==> config.mk <==
export PLATFORM = sky130hd
export DESIGN_NAME = instr_fetch_unit_flat
export DESIGN_NICKNAME = d
export VERILOG_FILES = /design/src/rtl/ifetch_pkg.sv /design/src/rtl/instr_fetch_unit_if.sv /design/src/rtl/ifetch_queue.sv /design/src/rtl/instr_fetch_unit.sv /design/src/flat_wrapper.sv
export SDC_FILE = /design/constraint.sdc
export NUM_CORES = 1
export LEC_CHECK = 0
export BUFFER_PORTS_ARGS = -buffer_cell sky130_fd_sc_hd__buf_2
export CAP_MARGIN = 20
export CORE_ASPECT_RATIO = 2
export CORE_MARGIN = 1
export CORE_UTILIZATION = 52
export DETAILED_ROUTE_END_ITERATION = 8
export PLACE_DENSITY = 0.91
export SKIP_CTS_REPAIR_TIMING = 1
export SYNTH_ARGS = -nofsm -noshare
export SYNTH_HDL_FRONTEND = slang
export SYNTH_SLANG_ARGS = --single-unit
==> constraint.sdc <==
create_clock -name clk -period 7 [get_ports clk]
set_input_delay 1.4 -clock clk [delete_from_list [all_inputs] [get_ports clk]]
set_output_delay 1.4 -clock clk [all_outputs]
set_load 0.05 [all_outputs]
==> src/rtl/ifetch_pkg.sv <==
// Shared types and constants for the instruction fetch unit.
//   fetch_state_t : fetch FSM states (REQ / WAIT / DROP)
//   fetch_entry_t : one queue entry {pc, instr[, fault]}
//   NOP_INSTR     : word substituted for out-of-range fetches
// Optional macro IFETCH_RANGE_CHECK_EN adds the per-entry fault bit.
package ifetch_pkg;

  localparam int DEF_ADDR_W  = 32;
  localparam int DEF_INSTR_W = 32;

  localparam logic [DEF_INSTR_W-1:0] NOP_INSTR = 32'h0000_0013;

  typedef enum logic [1:0] {
    REQ,
    WAIT,
    DROP
  } fetch_state_t;

  // Entry widths follow the package defaults; the unit's ADDR_W/INSTR_W
  // parameters must be left at these values.
  typedef struct packed {
    logic [DEF_ADDR_W-1:0]  pc;
    logic [DEF_INSTR_W-1:0] instr;
`ifdef IFETCH_RANGE_CHECK_EN
    logic                   fault;
`endif
  } fetch_entry_t;

endpackage

==> src/rtl/instr_fetch_unit_if.sv <==
// Bus bundle for the fetch unit: instruction-memory request/response
// channel plus the valid/ready channel toward decode.
//   master : fetch unit side
//   slave  : memory + decode side
// With IFETCH_RANGE_CHECK_EN defined, carries the if_fault sideband.
interface instr_fetch_unit_if #(
  parameter int ADDR_W  = 32,
  parameter int INSTR_W = 32
);
  logic               imem_req_valid;
  logic [ADDR_W-1:0]  imem_req_addr;
  logic               imem_req_ready;
  logic               imem_resp_valid;
  logic [INSTR_W-1:0] imem_resp_data;
  logic               if_valid;
  logic               if_ready;
  logic [ADDR_W-1:0]  if_pc;
  logic [INSTR_W-1:0] if_instr;
`ifdef IFETCH_RANGE_CHECK_EN
  logic               if_fault;
`endif

  modport master (
`ifdef IFETCH_RANGE_CHECK_EN
    output if_fault,
`endif
    output imem_req_valid, imem_req_addr,
    input  imem_req_ready, imem_resp_valid, imem_resp_data,
    output if_valid, if_pc, if_instr,
    input  if_ready
  );

  modport slave (
`ifdef IFETCH_RANGE_CHECK_EN
    input  if_fault,
`endif
    input  imem_req_valid, imem_req_addr,
    output imem_req_ready, imem_resp_valid, imem_resp_data,
    input  if_valid, if_pc, if_instr,
    output if_ready
  );

endinterface

==> src/rtl/ifetch_queue.sv <==
// Two-entry FIFO of fetch_entry_t with a registered head.
//   clk, rst   : clock, synchronous active-high reset
//   flush      : drop all entries (wins over push/pop)
//   push/din   : write an entry
//   pop        : consume the head; ignored when empty
//   head_valid : head entry present
//   head       : head entry (ent0 register)
//   count      : occupancy 0..2
module ifetch_queue
  import ifetch_pkg::*;
(
  input  logic         clk,
  input  logic         rst,
  input  logic         flush,
  input  logic         push,
  input  fetch_entry_t din,
  input  logic         pop,
  output logic         head_valid,
  output fetch_entry_t head,
  output logic [1:0]   count
);

  fetch_entry_t ent0, ent1;
  logic [1:0]   cnt;
  logic         do_pop;

  assign do_pop     = pop && (cnt != 2'd0);
  assign head_valid = (cnt != 2'd0);
  assign head       = ent0;
  assign count      = cnt;

  always_ff @(posedge clk) begin
    if (rst || flush) begin
      cnt <= 2'd0;
    end else begin
      case ({push, do_pop})
        2'b10: begin
          if (cnt == 2'd0)      ent0 <= din;
          else if (cnt == 2'd1) ent1 <= din;
          if (cnt != 2'd2) cnt <= cnt + 2'd1;
        end
        2'b01: begin
          ent0 <= ent1;
          cnt  <= cnt - 2'd1;
        end
        2'b11: begin
          // occupancy unchanged; new entry lands behind whatever remains
          if (cnt == 2'd1) begin
            ent0 <= din;
          end else begin
            ent0 <= ent1;
            ent1 <= din;
          end
        end
        default: ;
      endcase
    end
  end

  // The fetch credit rule keeps the producer from ever overfilling us.
  a_no_push_full: assert property (@(posedge clk) disable iff (rst || flush)
    !(push && (cnt == 2'd2) && !do_pop))
    else $error("ifetch_queue: push while full");

endmodule

==> src/rtl/instr_fetch_unit.sv <==
// Fetch stage downstream of the PC register. Issues one instruction-memory
// read at a time, buffers returned words in a 2-entry queue toward decode
// and drives the combinational next PC (hold / +4 / redirect target).
// Ports:
//   clk, rst        : clock, synchronous active-high reset
//   pc              : current fetch address (registered upstream)
//   next_pc         : combinational next value for the PC register
//   redirect_valid  : redirect from execute; flushes in-flight/buffered work
//   redirect_pc     : redirect target, low two bits ignored
//   bus (master)    : imem req/resp channel and decode valid/ready channel
// Optional macro IFETCH_RANGE_CHECK_EN: PCs >= IMEM_BYTES are not sent to
// memory; a NOP entry with if_fault=1 is queued instead.
module instr_fetch_unit
  import ifetch_pkg::*;
#(
  parameter int ADDR_W     = DEF_ADDR_W,
  parameter int INSTR_W    = DEF_INSTR_W,
  parameter int IMEM_BYTES = 1024
) (
  input  logic                clk,
  input  logic                rst,
  input  logic [ADDR_W-1:0]   pc,
  output logic [ADDR_W-1:0]   next_pc,
  input  logic                redirect_valid,
  input  logic [ADDR_W-1:0]   redirect_pc,
  instr_fetch_unit_if.master  bus
);

  fetch_state_t      state, state_n;
  logic [ADDR_W-1:0] req_pc;
  logic [1:0]        q_count;
  logic              q_push, q_head_valid;
  fetch_entry_t      q_din, q_head;
  logic              credit_ok, range_fault, req_fire, fault_push;
  logic              stale_resp;
  logic [1:0]        unused_rpc_lo;

  assign unused_rpc_lo = redirect_pc[1:0];

`ifdef IFETCH_RANGE_CHECK_EN
  assign range_fault = (pc >= ADDR_W'(IMEM_BYTES));
`else
  localparam int unused_imem_bytes = IMEM_BYTES;
  assign range_fault = 1'b0;
`endif

  // Only REQ has nothing outstanding, so count < 2 is the full credit test.
  assign credit_ok = (state == REQ) && (q_count < 2'd2) && !redirect_valid && !rst;

  always_ff @(posedge clk) begin
    if (rst) begin
      state  <= REQ;
      req_pc <= '0;
    end else begin
      state <= state_n;
      if (req_fire) req_pc <= pc;
    end
  end

  always_comb begin
    state_n            = state;
    q_push             = 1'b0;
    q_din              = '0;
    bus.imem_req_valid = 1'b0;
    req_fire           = 1'b0;
    fault_push         = 1'b0;
    case (state)
      REQ: begin
        if (credit_ok) begin
          if (range_fault) begin
            // out-of-range fetch completes locally without a memory access
            fault_push  = 1'b1;
            q_push      = 1'b1;
            q_din.pc    = pc;
            q_din.instr = NOP_INSTR;
`ifdef IFETCH_RANGE_CHECK_EN
            q_din.fault = 1'b1;
`endif
          end else begin
            bus.imem_req_valid = 1'b1;
            if (bus.imem_req_ready) begin
              req_fire = 1'b1;
              state_n  = WAIT;
            end
          end
        end
      end
      WAIT: begin
        if (redirect_valid) begin
          // a response in the redirect cycle is already stale
          state_n = bus.imem_resp_valid ? REQ : DROP;
        end else if (bus.imem_resp_valid) begin
          q_push      = 1'b1;
          q_din.pc    = req_pc;
          q_din.instr = bus.imem_resp_data;
          state_n     = REQ;
        end
      end
      DROP: begin
        if (bus.imem_resp_valid) state_n = REQ;
      end
      default: state_n = REQ;
    endcase
  end

  always_comb begin
    if (rst)                       next_pc = pc;
    else if (redirect_valid)       next_pc = {redirect_pc[ADDR_W-1:2], 2'b00};
    else if (req_fire || fault_push) next_pc = pc + ADDR_W'(4);
    else                           next_pc = pc;
  end

  ifetch_queue u_queue (
    .clk        (clk),
    .rst        (rst),
    .flush      (redirect_valid),
    .push       (q_push),
    .din        (q_din),
    .pop        (bus.if_ready),
    .head_valid (q_head_valid),
    .head       (q_head),
    .count      (q_count)
  );

  assign bus.imem_req_addr = pc;
  assign bus.if_valid      = q_head_valid;
  assign bus.if_pc         = q_head.pc;
  assign bus.if_instr      = q_head.instr;
`ifdef IFETCH_RANGE_CHECK_EN
  assign bus.if_fault      = q_head.fault;
`endif

  // A reset taken while a read is in flight leaves one legitimate late
  // response; remember that so the stray-response check can excuse it.
  always_ff @(posedge clk) begin
    if (rst)                      stale_resp <= stale_resp || (state != REQ);
    else if (bus.imem_resp_valid) stale_resp <= 1'b0;
  end

  a_no_stray_resp: assert property (@(posedge clk) disable iff (rst)
    (bus.imem_resp_valid && (state == REQ)) |-> stale_resp)
    else $error("instr_fetch_unit: imem response with nothing outstanding");

endmodule

==> src/flat_wrapper.sv <==
// flat-port wrapper written by rule: the top's interface ports become plain ports
module instr_fetch_unit_flat import ifetch_pkg::*;
#(
  parameter int ADDR_W     = DEF_ADDR_W,
  parameter int INSTR_W    = DEF_INSTR_W,
  parameter int IMEM_BYTES = 1024
)
  (clk, rst, pc, next_pc, redirect_valid, redirect_pc, bus_imem_req_valid, bus_imem_req_addr, bus_imem_req_ready, bus_imem_resp_valid, bus_imem_resp_data, bus_if_valid, bus_if_pc, bus_if_instr, bus_if_ready);
  instr_fetch_unit_if #(.ADDR_W(ADDR_W), .INSTR_W(INSTR_W)) bus_i ();
  input  logic clk;
  input  logic rst;
  input  logic [ADDR_W-1:0] pc;
  output logic [ADDR_W-1:0] next_pc;
  input  logic redirect_valid;
  input  logic [ADDR_W-1:0] redirect_pc;
  output wire logic [$bits(bus_i.imem_req_valid)-1:0] bus_imem_req_valid;
  output wire logic [$bits(bus_i.imem_req_addr)-1:0] bus_imem_req_addr;
  input wire logic [$bits(bus_i.imem_req_ready)-1:0] bus_imem_req_ready;
  input wire logic [$bits(bus_i.imem_resp_valid)-1:0] bus_imem_resp_valid;
  input wire logic [$bits(bus_i.imem_resp_data)-1:0] bus_imem_resp_data;
  output wire logic [$bits(bus_i.if_valid)-1:0] bus_if_valid;
  output wire logic [$bits(bus_i.if_pc)-1:0] bus_if_pc;
  output wire logic [$bits(bus_i.if_instr)-1:0] bus_if_instr;
  input wire logic [$bits(bus_i.if_ready)-1:0] bus_if_ready;
  assign bus_imem_req_valid = bus_i.imem_req_valid;
  assign bus_imem_req_addr = bus_i.imem_req_addr;
  assign bus_i.imem_req_ready = bus_imem_req_ready;
  assign bus_i.imem_resp_valid = bus_imem_resp_valid;
  assign bus_i.imem_resp_data = bus_imem_resp_data;
  assign bus_if_valid = bus_i.if_valid;
  assign bus_if_pc = bus_i.if_pc;
  assign bus_if_instr = bus_i.if_instr;
  assign bus_i.if_ready = bus_if_ready;
  instr_fetch_unit #(.ADDR_W(ADDR_W), .INSTR_W(INSTR_W), .IMEM_BYTES(IMEM_BYTES)) u_core (.clk(clk), .rst(rst), .pc(pc), .next_pc(next_pc), .redirect_valid(redirect_valid), .redirect_pc(redirect_pc), .bus(bus_i));
endmodule
# == Yosys cells after proc, flatten, opt, wreduce, memory -nomap -nowiden ==
# Cells that the tools add are included.
# op_classes
bitwise_logic,1
reduce_logical,17
order_cmp,1
n_addsub,3
n_eq_ne,13
mux,28
# ops
operator,n
64-bit two-way mux,7
64-bit one-hot mux with 3 select lines,1
64-bit one-hot mux with 2 select lines,1
32-bit two-way mux,3
32-bit by 3-bit adder with 32-bit output (second input constant),1
2-bit two-way mux,6
2-bit inequality test (second input constant),6
1-bit two-way mux,8
2-bit by 1-bit == test with 1-bit output (second input constant),3
2-bit == test (second input constant),3
2-bit one-hot mux with 3 select lines,1
2-bit nonzero test,3
1-bit logical AND,4
2-bit zero test,2
2-bit one-hot mux with 2 select lines,1
2-bit AND reduction,2
4-bit AND reduction,1
3-bit AND reduction,1
3-bit nonzero test,1
2-bit by 1-bit adder with 2-bit output (second input constant),1
1-bit zero test,2
2-bit < comparator (second input constant),1
2-bit by 1-bit inequality test with 1-bit output (second input constant),1
2-bit by 1-bit subtractor with 2-bit output (second input constant),1
other kinds (2),2
# totals
register_bits,164
inputBits,102
elab_cells,70

# == Depth between registers and ports, before layout ==
# logic_depth
ltp_word,9
mapped_depth,8

# == Hierarchy ==
# Synthesis repeated with hierarchy kept, for this count alone.
# unflattened
hier_cells,756
area_unflattened_um2,8987.4
# by_module_without_submodules
mod,area_per_inst_um2,instances,seq_area_each_um2,cells_each
ifetch_queue,5909.4,1,3883.7,303
instr_fetch_unit,3078.0,1,680.7,453

# == Least setup slack after synthesis ==
# No wires, ideal clock.
# synth_path
path_kind,input to register
start,input redirect_valid
end,register u_core.u_queue.ent0 (netlist bit u_core.u_queue.head[0]) (enable)
stages,4
t_arrival_ps,4866
setup_time_ps,486
slack_ps,1647
path_cell_list,clkbuf_8 > nor3_1 > a21oi_1 > nor2_1
# synth_between
elab_chain_cells,5
word_cells_on_any_way,10
# synth_rtl
element,line,source
"start, declared",flat_wrapper.sv:14,input logic redirect_valid;
1-bit two-way mux,instr_fetch_unit.sv:89,if (redirect_valid) begin
1-bit two-way mux,-,
2-bit == test or 2-bit by 1-bit == test with 1-bit output (tied branches),ifetch_queue.sv:36,"case ({push, do_pop})"
2-bit inequality test (no line) or 3-bit nonzero test (tied branches),-,
3-bit AND reduction (no line) *,-,
"end signal, assigned",ifetch_queue.sv:38,if (cnt == 2'd0) ent0 <= din;
"end signal, assigned",ifetch_queue.sv:43,ent0 <= ent1;
"end signal, assigned",ifetch_queue.sv:49,ent0 <= din;
"end, declared",ifetch_queue.sv:23,"fetch_entry_t ent0, ent1;"
# Mark *: on every way between the ends. The rest lies on a longest branch, timed or not.
# A chain may end at the register's enable or synchronous reset.

# == Worst setup path in the final report ==
# layout_path
start,input redirect_valid
end,output next_pc[31]
# layout_between
elab_chain_cells,8
# layout_rtl
element,line,source
1-bit zero test,instr_fetch_unit.sv:48,assign credit_ok = (state == REQ) && (q_count < 2'd2) && !redirect_valid && !rst;
1-bit logical AND (2 in series),instr_fetch_unit.sv:48,
1-bit two-way mux,instr_fetch_unit.sv:69,if (credit_ok) begin
1-bit two-way mux,instr_fetch_unit.sv:67,case (state)
32-bit two-way mux,instr_fetch_unit.sv:109,else if (req_fire || fault_push) next_pc = pc + ADDR_W'(4);
32-bit two-way mux *,instr_fetch_unit.sv:108,"else if (redirect_valid) next_pc = {redirect_pc[ADDR_W-1:2], 2'b00};"
32-bit two-way mux *,instr_fetch_unit.sv:107,if (rst) next_pc = pc;
"end, declared",flat_wrapper.sv:13,output logic [ADDR_W-1:0] next_pc;
# Marked as above.

==> impl_results.md <==
* Most used routing layer in global routing: met2
* TNS Setup at 0 ps
* Initial antenna violation count at 0
* Max Buffers Root-to-Sink at 2
* Post-synthesis cell count at 695
* Cell accounting for the most synthesized area: edfxtp_1
* Status: complete, no violations
* Drt total wl at between 15,000 and 20,000 um
* Die ar. at approximately 0.016 mm^2
* Hold slack final at between 400 and 500 ps
* Inserted Clock Buffers at 17
* GRT Total Usage at 26.23%
* Syn Nets at 801
* Multi-input gate area at between 0.002 and 0.003 mm^2
* Multiplexer area fraction after synthesis at less than 1%
* Synth top area cells: edfxtp_1, a22o_1, dfxtp_1
* Dpl cells at between 1k and 1.5k
* GPL Wtd Cong at between 0.8 and 0.9
* Wirelength per Cell at 18.51 um
* Initial Utilization at between 50% and 60%
* First-pass GRT wire length at about 31,000 um
* Tightest Hold Check Type: reg2reg
* Dpl hpwl at approximately 13,000 um
* GR Util met1 at between 30% and 40%
* Startpoint Class: input port
* Critical Path Sink Type: output pin
* Largest family of logic cells by synthesized area: compound AO/OA/AOI/OAI gates
* Final #Nets at 975
* Most common cell in the synthesized netlist: a22o_1
* Storage cell area at ~0.0046 mm^2
* Worst-Skew Late Latency at roughly 420 ps
* Slew headroom at between 40% and 50%
* Seq/Total Area, Yosys at between 50 and 60%
* Ports at approximately 230
* Top FF cell, synth: edfxtp_1
* Adder-cell share of the synthesized area at 0.6337%
* Max frequency at ~190 MHz
* XOR/XNOR Fraction of Synth Area at less than 1%
* Final ANT Viol Nets at 0
* CP Class: in2out
* P per Cell Area at 230.5 mW/mm^2
* Fillcell total at 1,231
* Max Clock Skew at about 10 ps
* Global Route met2 Usage at approximately 45%
* Post-synth EDFFs at ~130
* Post-synthesis compound-gate area fraction at between 20% and 30%
* Clock Tree Root: clkbuf_16
* Final Hold Fails at 0
* Worst-margin pin slew at approximately 900 ps
* DR vias at roughly 6.4k
* P&R area growth vs syn at 20.33%
* Max-cap check violation count at 0
* CTS tree: built
* Met3 Resource Use GR at under 10%
* Slowest stage delay, CP at 680 ps
* Post-route cell area at 0.009503 mm^2
* Finished Layout Cells at around 1.1k
* GRT overflow at 0
* Placed Area at between 0.008 and 0.009 mm^2
* Unique masters post-synth at between 50 and 60
* Antenna diodes at 0
* Vias in the first global route at 6,263
* DRT iter0 DRCs at 381
* Final Max Slew Viols at 0
* Post-synth top area share at 48.67%
* Reg clk slew, reported paths at roughly 60 ps
* Final worst slack at roughly 1600 ps
* H-tree depth at 4
* Critical Path, Cell by Cell: buf_2 -> nor4_2 -> nand4_1 -> nor3_1 -> nand3_1 -> mux2_2 -> buf_2
* Static leakage at 0.003641 uW
* Layout cells sized above 1 at about 33%
* Crit Path Max Fanout at 29
* FFs w/ async S/R, synth at 0%
* Cell mode on critical path: buf_2
* Final setup viols at 0
* #FFs+latches synth at 164
* Mean Syn Cell Area at roughly 11 um^2
* Residual DRC count at 0
* Synth Cell Area at ~0.008 mm^2
* Die H at 176.3 um
* Port bufs at approximately 230
* Slowest CP cell: nor3_1
* Signal arrival time at the worst endpoint at 3970 ps
* Synth cell count leaders: a22o_1, edfxtp_1, nand2_1
* Core area at 0.01482 mm^2
* R2R setup slack at around 4300 ps
* Setup WS pre-CTS at about 1600 ps
* Tmin final at 5372 ps
* Die X-Extent at 89.14 um
* Synth Area in Simple Gates at between 10% and 20%
* TritonCTS Sinks at 164
* Maximum vdd drop at 0.1279 mV
* Synthesis warning total at 0
* WP data required at 5600 ps
* Site row count at 63
* Period Utilization, post-route at 76.74%
* Routed vias/inst at 5.981
* Largest net degree at the start of global routing at 65
* DR pass1 iterations at 5
* Unrepaired setup endpoints after global routing: false
==> where the power goes <==
group | total, uW | switching (uW) | internal (uW)
Clock | 884 | 390 | 494
Sequential | 1050 | 6.85 | 1050
Combinational | 253 | 183 | 69.8
==> cell families (layout without fill, tap and decap cells) <==
group | after synthesis | in the layout
AOI/OAI and AO/OA | 245 | 245
DFF | 164 | 164
xor gates and xnor gates | 2 | 2
buffers and inverters | 101 | 288
adders and majority gates | 4 | 4
and+or+nand+nor | 178 | 178
muxes | 1 | 1
==> registers in the layout, indices dropped and copies added (netlist names) <==
register,flops
u_core.u_queue.ent1,64
u_core.u_queue.head,64
u_core.req_pc,32
u_core.state,2
u_core.u_queue.count,2
==> worst max-delay path, delay by kind of cell <==
kind | cells | cell delay, ps
and+or+nand+nor | 4 | 1750
buffers and inverters | 2 | 540
muxes | 1 | 280
==> final cells by class <==
cell class	instances	area share, %
clock buffers	19	4.556
clock inverters	13	1.317
inverters	15	0.5925
multi-input cells	430	29.95
flip-flops and latches	164	48.03
well taps	195	2.567
repair buffers	241	12.98
==> cell usage in the layout, fill, tap and decap left out, types with 17 or more instances in the layout <==
cell type,count
o21ai_0,18
edfxtp_1,128
buf_2,230
nand2_1,84
dfxtp_1,36
a22o_1,129
nor2_1,20
clkbuf_16,17
a21oi_1,53
==> per-stage QoR <==
stage,util [%],total power (uW)
after floorplan,-,1254
after global placement,60.33,1321
after detailed placement,60.33,1325
after CTS,64.09,2204
after global routing,64.13,2257
final,64.13,2190
==> metal layers <==
metal / share of wire (%) / up-vias
met5: 0 / -
met4: 3.5 / 0
met3: 5.4 / 56
met2: 53 / 318
met1: 38 / 3055
li1: - / 3013
==> final timing paths <==
check                           from                      end  cells past startpoint
max                   redirect_valid              next_pc[31]                      7
min                u_core.req_pc[18]        u_core.req_pc[18]                      2
max reg2reg  u_core.u_queue.count[1]  u_core.u_queue.ent1[53]                      5
min reg2reg        u_core.req_pc[18]        u_core.req_pc[18]                      2
Note: power is estimated with default switching activity, not from simulation.
